--- src/rtl/truth_table_sweeper.sv ---
// truth_table_sweeper
//   Clocked, self-checking stimulus/response stage around a combinational function
//   F(A,B,C,D). It drives every input vector in ascending order with A as the MSB, and holds
//   each vector HOLD cycles. It samples F once the vector has settled and compares the sample
//   against the expected truth table EXPECT. At the end it reports the captured table, the
//   mismatch count and the lowest failing vector.
// Ports
//   clk          rising-edge clock
//   rst          asynchronous active-high reset
//   start        sweep request, accepted in idle or done
//   f_in         output F of the function under test
//   abcd         registered function inputs {A,B,C,D}
//   busy         sweep in progress
//   done         sweep complete, sticky until the next accepted start or reset
//   captured     sampled F per vector, bit i = vector i
//   mismatch_cnt number of vectors whose sample differs from EXPECT
//   first_err    index of the lowest mismatching vector
//   err_valid    first_err holds a real mismatch
module truth_table_sweeper #(
   parameter int unsigned           N_IN   = 4,
   parameter int unsigned           HOLD   = 4,
   parameter int unsigned           SETTLE = 2,
   parameter logic [(1<<N_IN)-1:0]  EXPECT = '0
) (
   input  logic                   clk,
   input  logic                   rst,
   input  logic                   start,
   input  logic                   f_in,
   output logic [N_IN-1:0]        abcd,
   output logic                   busy,
   output logic                   done,
   output logic [(1<<N_IN)-1:0]   captured,
   output logic [N_IN:0]          mismatch_cnt,
   output logic [N_IN-1:0]        first_err,
   output logic                   err_valid
);

   localparam int unsigned     HW        = (HOLD > 1) ? $clog2(HOLD) : 1;
   localparam logic [HW-1:0]   HOLD_LAST = HW'(HOLD - 1);
   localparam logic [HW-1:0]   SETTLE_AT = HW'(SETTLE);
   localparam logic [N_IN-1:0] VEC_LAST  = {N_IN{1'b1}};

   typedef enum logic [1:0] {StIdle, StRun, StDone} state_t;

   state_t          state;
   logic [N_IN-1:0] vec;
   logic [HW-1:0]   hold;

   always_ff @(posedge clk or posedge rst) begin
      if (rst) begin
         state        <= StIdle;
         vec          <= '0;
         hold         <= '0;
         abcd         <= '0;
         busy         <= 1'b0;
         done         <= 1'b0;
         captured     <= '0;
         mismatch_cnt <= '0;
         first_err    <= '0;
         err_valid    <= 1'b0;
      end else begin
         unique case (state)
            StIdle, StDone: begin
               if (start) begin
                  state        <= StRun;
                  vec          <= '0;
                  hold         <= '0;
                  abcd         <= '0;
                  busy         <= 1'b1;
                  done         <= 1'b0;
                  captured     <= '0;
                  mismatch_cnt <= '0;
                  first_err    <= '0;
                  err_valid    <= 1'b0;
               end
            end
            StRun: begin
               // start is deliberately ignored here; a running sweep always completes
               hold <= hold + 1'b1;
               // Sample only once abcd has been stable long enough to mask input glitches
               if (hold == SETTLE_AT) begin
                  captured[vec] <= f_in;
                  if (f_in != EXPECT[vec]) begin
                     mismatch_cnt <= mismatch_cnt + 1'b1;
                     if (!err_valid) begin
                        first_err <= vec;
                        err_valid <= 1'b1;
                     end
                  end
               end
               if (hold == HOLD_LAST) begin
                  hold <= '0;
                  if (vec != VEC_LAST) begin
                     vec  <= vec + 1'b1;
                     abcd <= vec + 1'b1;
                  end else begin
                     state <= StDone;
                     vec   <= '0;
                     abcd  <= '0;
                     busy  <= 1'b0;
                     done  <= 1'b1;
                  end
               end
            end
            default: state <= StIdle;
         endcase
      end
   end

endmodule

--- config.mk ---
export PLATFORM = sky130hd
export DESIGN_NAME = truth_table_sweeper
export DESIGN_NICKNAME = d
export VERILOG_FILES = /design/src/rtl/truth_table_sweeper.sv
export SDC_FILE = /design/constraint.sdc
export NUM_CORES = 1
export LEC_CHECK = 0
export BUFFER_PORTS_ARGS = -buffer_cell sky130_fd_sc_hd__buf_2
export CAP_MARGIN = 15
export CORE_MARGIN = 2
export CORE_UTILIZATION = 59
export CTS_CLUSTER_SIZE = 24
export DETAILED_ROUTE_END_ITERATION = 8
export PLACE_DENSITY = 0.84
export SLEW_MARGIN = 10
export SYNTH_ARGS = -nofsm -noshare
export SYNTH_HDL_FRONTEND = slang
export SYNTH_SLANG_ARGS = --single-unit
--- constraint.sdc ---
create_clock -name clk -period 4.8 [get_ports clk]
set_input_delay 0 -clock clk [delete_from_list [all_inputs] [get_ports clk]]
set_output_delay 0 -clock clk [all_outputs]
set_load 0.02 [all_outputs]
==> metrics, run 1 <==
worst path arrival time between 2000 and 2500 ps; Leakage ~0.90 nW; number of port buffers 35; outcome finished clean; Power Dens Cells roughly 660 nW/um2; Antenna Cells 0; root buffer cell clkbuf_4; Cells after DPL ~250; Synth Register Bits 36; die area 3700 um2; worst reg2reg setup slack about 2900 ps; max_cap viols 0; number of global-route vias before repair 1467; Crit Path Max Fanout 35; DRT Wirelength about 4100 um; post-layout util 0.701; final setup fails 0; Worst path max stage delay 460 ps; Nets about 230; Clock Latency Late Sink ~350 ps; first-pass GRT wire length slightly below 7000 um; post-synthesis sequential area ratio 0.473; Worst Max-Slew Pin Slew ~670 ps; WL/cell around 16 um; CTS Sinks 36; Critical Path, Cell by Cell inv_1, ha_1, nand4b_4, mux2_2, a21o_1; final non-filler cell total 263; Slew Limit Headroom 0.554; clk slew on worst S/H paths roughly 110 ps; CTS tree done; CP required about 5000 ps; die height approximately 61 um; layout cells sized above 1 0.210; Synth Cell Area between 1500 and 2000 um2; initial core utilization 0.623; Syn. warnings 0; Yosys cell types 34; DRT iter0 DRCs between 50 and 60; CTS buffer count 5; Tot GR Track Use 0.256; CORE AREA 3050 um2; DR vias/cell ~5.9; Setup CP Type reg -> reg; Post-CTS Setup Bufs 0; Net Count, Synth a little under 200; unrepaired setup endpoints after global routing no; # IOs 36; Final ANT Viol Nets 0; worst-case clock skew approximately 14 ps; average size of a mapped cell about 10 um2; Yosys top cell by area dfrtp_1; Worst setup SP type register; Max stage delay cell, worst path nand4b_4; DR DRC count 0; top-area cell type share of the netlist area 0.473; maximum vdd drop between 0.3 and 0.4 mV; initial antenna violation count 0; row cnt 20; Via Count ~1.6k; Tot Pwr between 1 and 1.5 mW; min-delay worst type in -> reg; H-Tree Level Count 2; largest net degree at the start of global routing 37; Clock Path Buffers 2; Slew Viols, Final 0; fmax roughly 520 MHz; drt pass-1 iters 4; Synth-to-Final Area Change 12.5%; detailed placement HPWL roughly 2700 um; cells after synthesis 186; grt ovf 0; Hold Fails Final Rpt 0; CP Capture Type register; TNS Setup 0 ps; crit share post-route 0.403; fin crit period 1930 ps; Final GP Congestion ~0.81; Die Wd 60.8 um; # fillers roughly 250; largest cells by area after synthesis dfrtp_1 (47%), a211o_1 (7.4%), and3_1 (5.3%)
power breakdown:
part	switching, mW	internal [mW]
sequential	0.128	0.409
combinational	0.417	0.277
clock	0.0995	0.0723
total	0.645	0.758
final timing paths:
check                        start              end  depth (start not counted)
max                        hold[0]  mismatch_cnt[3]                          5
max reg2reg                hold[0]  mismatch_cnt[3]                          5
max in group asynchronous      rst         state[0]                          4
min reg2reg                   done             done                          1
min                           f_in        err_valid                          3
min in group asynchronous      rst      captured[2]                          4
state kept, by name, indices dropped and copies added, names as in the netlist:
| name | flops |
|---|---|
| vec | 4 |
| done | 1 |
| err_valid | 1 |
| captured | 16 |
| state | 2 |
| busy | 1 |
| hold | 2 |
| mismatch_cnt | 5 |
| first_err | 4 |
metal layers:
layer  track usage  up-vias  part of all wire
met5             0        -                 0
met1         0.347      771              0.45
met2         0.401       40              0.49
met3        0.0746        6             0.047
met4        0.0776        0             0.010
li1              -      744                 -
stage by stage:
stage	instance area [um2]	setup slack [ps]	hold WS, ps
after floorplan	1900	3110	98.3
after global placement	2060	3000	114
after detailed placement	2060	2900	128
after CTS	2140	2880	254
after global routing	2140	2760	307
final	2140	2870	265
worst max-delay path, delay by kind of cell, from the launching register on:
kind / cells / cell delay [ps]
fa+ha+maj: 1 / 250
flops: 1 / 430
simple gates: 1 / 460
mux: 1 / 440
buf+inv: 1 / 70
compound gates: 1 / 170
area by class of cell:
cell class | instances | area, um2 | area share
Tap cell | 44 | 55.1 | 0.0257
Inverter | 9 | 33.8 | 0.0158
Timing Repair Buffer | 38 | 203 | 0.0947
Sequential cell | 36 | 901 | 0.421
Clock buffer | 8 | 58.8 | 0.0275
Multi-Input combinational cell | 128 | 890 | 0.416
cell usage in the layout (no fill, tap or decap), types with 3 or more instances in the layout:
cell	instances
nand2_1	5
o21ai_0	7
nor2_1	19
ha_1	7
and3_1	16
a21o_1	3
or3b_1	4
a211o_1	16
buf_2	35
nand3_1	16
inv_1	9
dfrtp_1	36
o211ai_1	5
o41ai_1	3
nand3b_1	9
clkbuf_4	5
synthesized netlist by cell type:
library cell / n
dfrtp_1: 36
nor2_1: 19
a211o_1: 16
and3_1: 16
nand3_1: 16
inv_1: 9
nand3b_1: 9
buf_2: 8
ha_1: 7
o21ai_0: 7
nand2_1: 5
o211ai_1: 5
or3b_1: 4
a21o_1: 3
o41ai_1: 3
buf_6: 2
mux2i_1: 2
nand2b_1: 2
o31ai_1: 2
a21oi_1: 1
a21oi_4: 1
and2b_1: 1
and2b_4: 1
buf_1: 1
buf_4: 1
clkbuf_2: 1
mux2_2: 1
nand4b_4: 1
nor3_1: 1
nor3b_1: 1
o2111ai_1: 1
o32ai_1: 1
or4_1: 1
xor2_1: 1
what timing repair did:
item                                    CTS  global route
hold endpoints to repair                 37             0
hold buffers                              2             0
resized for setup                         0             0
endpoints found under the setup margin    0             0
cells by family (layout without fill, tap and decap cells):
| logic type | after synthesis | in the layout | share of synthesized area |
|---|---|---|---|
| XOR/XNOR | 1 | 1 | 0.00460 |
| adder cells (fa/ha/maj) | 7 | 7 | 0.0460 |
| AO/OA/AOI/OAI | 40 | 40 | 0.166 |
| flip-flops | 36 | 36 | 0.473 |
| buffers and inverters | 22 | 55 | 0.0592 |
| AND/OR/NAND/NOR | 77 | 77 | 0.235 |
| multiplexers | 3 | 3 | 0.0164 |
(Power assumes the default switching activity.)
==> inputs of run 2 (changes only) <==
--- a/config.mk
+++ b/config.mk
@@ -8,10 +8,10 @@
 export BUFFER_PORTS_ARGS = -buffer_cell sky130_fd_sc_hd__buf_2
 export CAP_MARGIN = 15
 export CORE_MARGIN = 2
-export CORE_UTILIZATION = 59
+export CORE_UTILIZATION = 49
 export CTS_CLUSTER_SIZE = 24
 export DETAILED_ROUTE_END_ITERATION = 8
-export PLACE_DENSITY = 0.84
+export PLACE_DENSITY = 0.75
 export SLEW_MARGIN = 10
 export SYNTH_ARGS = -nofsm -noshare
 export SYNTH_HDL_FRONTEND = slang
==> constraint.sdc (replaced) <==
create_clock -name clk -period 1.76 [get_ports clk]
set_input_delay 0 -clock clk [delete_from_list [all_inputs] [get_ports clk]]
set_output_delay 0 -clock clk [all_outputs]
set_load 0.02 [all_outputs]
==> run 2 against run 1 <==
Count of clock-buffer cells in the layout unchanged. Flip-flop and latch count unchanged. First-iteration DRC count grew 100%. Sequential share of layout area down 2.3 points. Highest routed layer unchanged.
==> metrics, run 2 (synthesis gave the netlist of run 1 again) <==
Nets 239 (+4.4%); Antenna Cells 0 (unchanged); Power Dens Cells 1800 nW/um2 (+170%); DRT iter0 DRCs 119 (+100%); # IOs 36 (unchanged); Setup CP Type reg -> reg; Slew Viols, Final 0 (unchanged); Crit Path Max Fanout 7 (-80%); DRT Wirelength 4010 um (-1.8%); fin worst setup slack 106 ps (-2760 ps); Tot GR Track Use 0.212 (-0.0438); Final ANT Viol Nets 0 (unchanged); CTS buffer count 5 (unchanged); most common cell after layout, fill and taps aside dfrtp_1; Critical Path, Cell by Cell inv_1, ha_1, or3b_1, and3_1, a211o_1; root buffer cell clkbuf_8; Post-CTS Setup Bufs 0 (unchanged); maximum vdd drop 1.01 mV (+160%); worst-case clock skew 6.92 ps (-7.36 ps); min-delay worst type in -> reg; # resized after CTS 0 (unchanged); CP Buf/Inv Count 1 (unchanged); grt ovf 0 (unchanged); hold path endpoint first_err[0]; Top reg by flops captured; Internal 2.30 mW (+200%); first-pass GRT wire length 6990 um (+0.59%); minimum hold slack 123 ps (-142 ps); worst path arrival time 1840 ps (-340 ps); CP required 1940 ps (-3100 ps); Worst setup SP type register; Clock Latency Late Sink 290 ps (-60 ps); detailed placement HPWL 2760 um (+1.5%); TNS Setup 0 ps (unchanged); max_cap viols 0 (unchanged); pre-CTS WS 111 ps (-2790 ps); Final GP Congestion 0.837 (+2.9%); Synth-to-Final Area Change 19.0%; layout cells sized above 1 0.245 (+0.0345); fmax 604 MHz (+17%); number of global-route vias before repair 1531 (+4.4%); final setup fails 0 (unchanged); initial antenna violation count 0 (unchanged); Hold Fails Final Rpt 0 (unchanged); number of port buffers 35 (unchanged); clk slew on worst S/H paths 70 ps (-40 ps); WL/cell 14.5 um (-6.7%); Leakage 0.969 nW (+7.3%); DR vias/cell 5.55 (-6.6%); CORE AREA 3690 um2 (+21%); Largest register FFs 16 (unchanged); crit share post-route 0.940 (+0.537); Clock Path Buffers 2 (unchanged); Worst path max stage delay 440 ps (-20 ps); most frequent cells in the layout dfrtp_1 (36), buf_2 (35), nor2_1 (19); Clk pwr share 0.148 (+0.026); die area 4400 um2 (+19%); initial core utilization 0.516 (-0.107); outcome finished clean; drt pass-1 iters 4 (unchanged); row cnt 22 (+10%); DR DRC count 0 (unchanged); H-Tree Level Count 2 (unchanged); Max stage delay cell, worst path dfrtp_1; Seq pwr share 0.351 (-0.032); largest registers captured: 16 flops, mismatch_cnt: 5 flops; Die Wd 66.3 um (+9.1%); RR Endpoint captured[2]; CTS Sinks 36 (unchanged); Via Count 1536 (-1.6%); Slew Limit Headroom 0.676 (+0.122); unrepaired setup endpoints after global routing no; reg2reg path depth 5 (unchanged); Net Sw Frac 0.434 (-0.0251); min-delay src f_in; P_sw 1.77 mW (+170%); # fillers 328 (+31%); die height 66.3 um (+9.1%); fin crit period 1650 ps (-278 ps); Worst Max-Slew Pin Slew 486 ps (-183 ps); Comb pwr share 0.501 (+0.006); CP Capture Type register; largest net degree at the start of global routing 37 (unchanged); hold buffers post-CTS 2 (unchanged); Top delay family on crit path simple AND/OR/NAND/NOR gates; WHS Path Cells 3 (unchanged); CTS tree done; worst reg2reg setup slack 110 ps (-2760 ps); worst r2r src vec[0]
run 2: tightest hold or removal path, cell delays in order:
cell      delay (ps)
buf_2            110
nand4b_4         170
o41ai_1           80
run 2: routing by layer:
layer | vias to the layer above | GRT usage | routed length, um
li1 | 764 | - | -
met4 | 0 | 0.0867 | 55
met3 | 6 | 0.0460 | 129
met5 | - | 0 | 0
met2 | 28 | 0.344 | 1920
met1 | 738 | 0.275 | 1910
run 2: cell type report:
type	count	area [um2]	share of cell area
sequential	36	901	0.398
multi-input combinational	128	890	0.393
timing repair buffer	48	290	0.128
clock buffer	8	90.1	0.0398
tap	48	60.1	0.0265
inverter	9	33.8	0.0149
run 2: worst max path at each step:
stage	from	end	slack, ps	cells past startpoint
finish	vec[0]	captured[2]	110	5
global route	vec[0]	captured[2]	2	5
CTS	vec[0]	captured[2]	100	5
detailed placement	vec[0]	captured[2]	110	5
global placement	vec[0]	captured[2]	160	5
floorplan	vec[0]	captured[2]	70	5
run 2: power by group through the flow:
stage	clock network [mW]	registers, mW	logic [mW]
after floorplan	0	1.65	1.25
after global placement	0	1.43	2.00
after detailed placement	0	1.45	2.04
after CTS	0.617	1.43	2.06
after global routing	0.660	1.49	2.25
final	0.601	1.43	2.04
run 2: metrics by stage:
stage / cell area (um2) / power [mW] / std cells / utilization
3_5_place_dp: 2150 / 3.49 / 267 / 0.584
6_report: 2260 / 4.07 / 277 / 0.614
3_3_place_gp: 2150 / 3.43 / 267 / 0.584
5_1_grt: 2260 / 4.40 / 277 / 0.614
2_1_floorplan: 1900 / 2.90 / 186 / -
4_1_cts: 2260 / 4.11 / 277 / 0.614
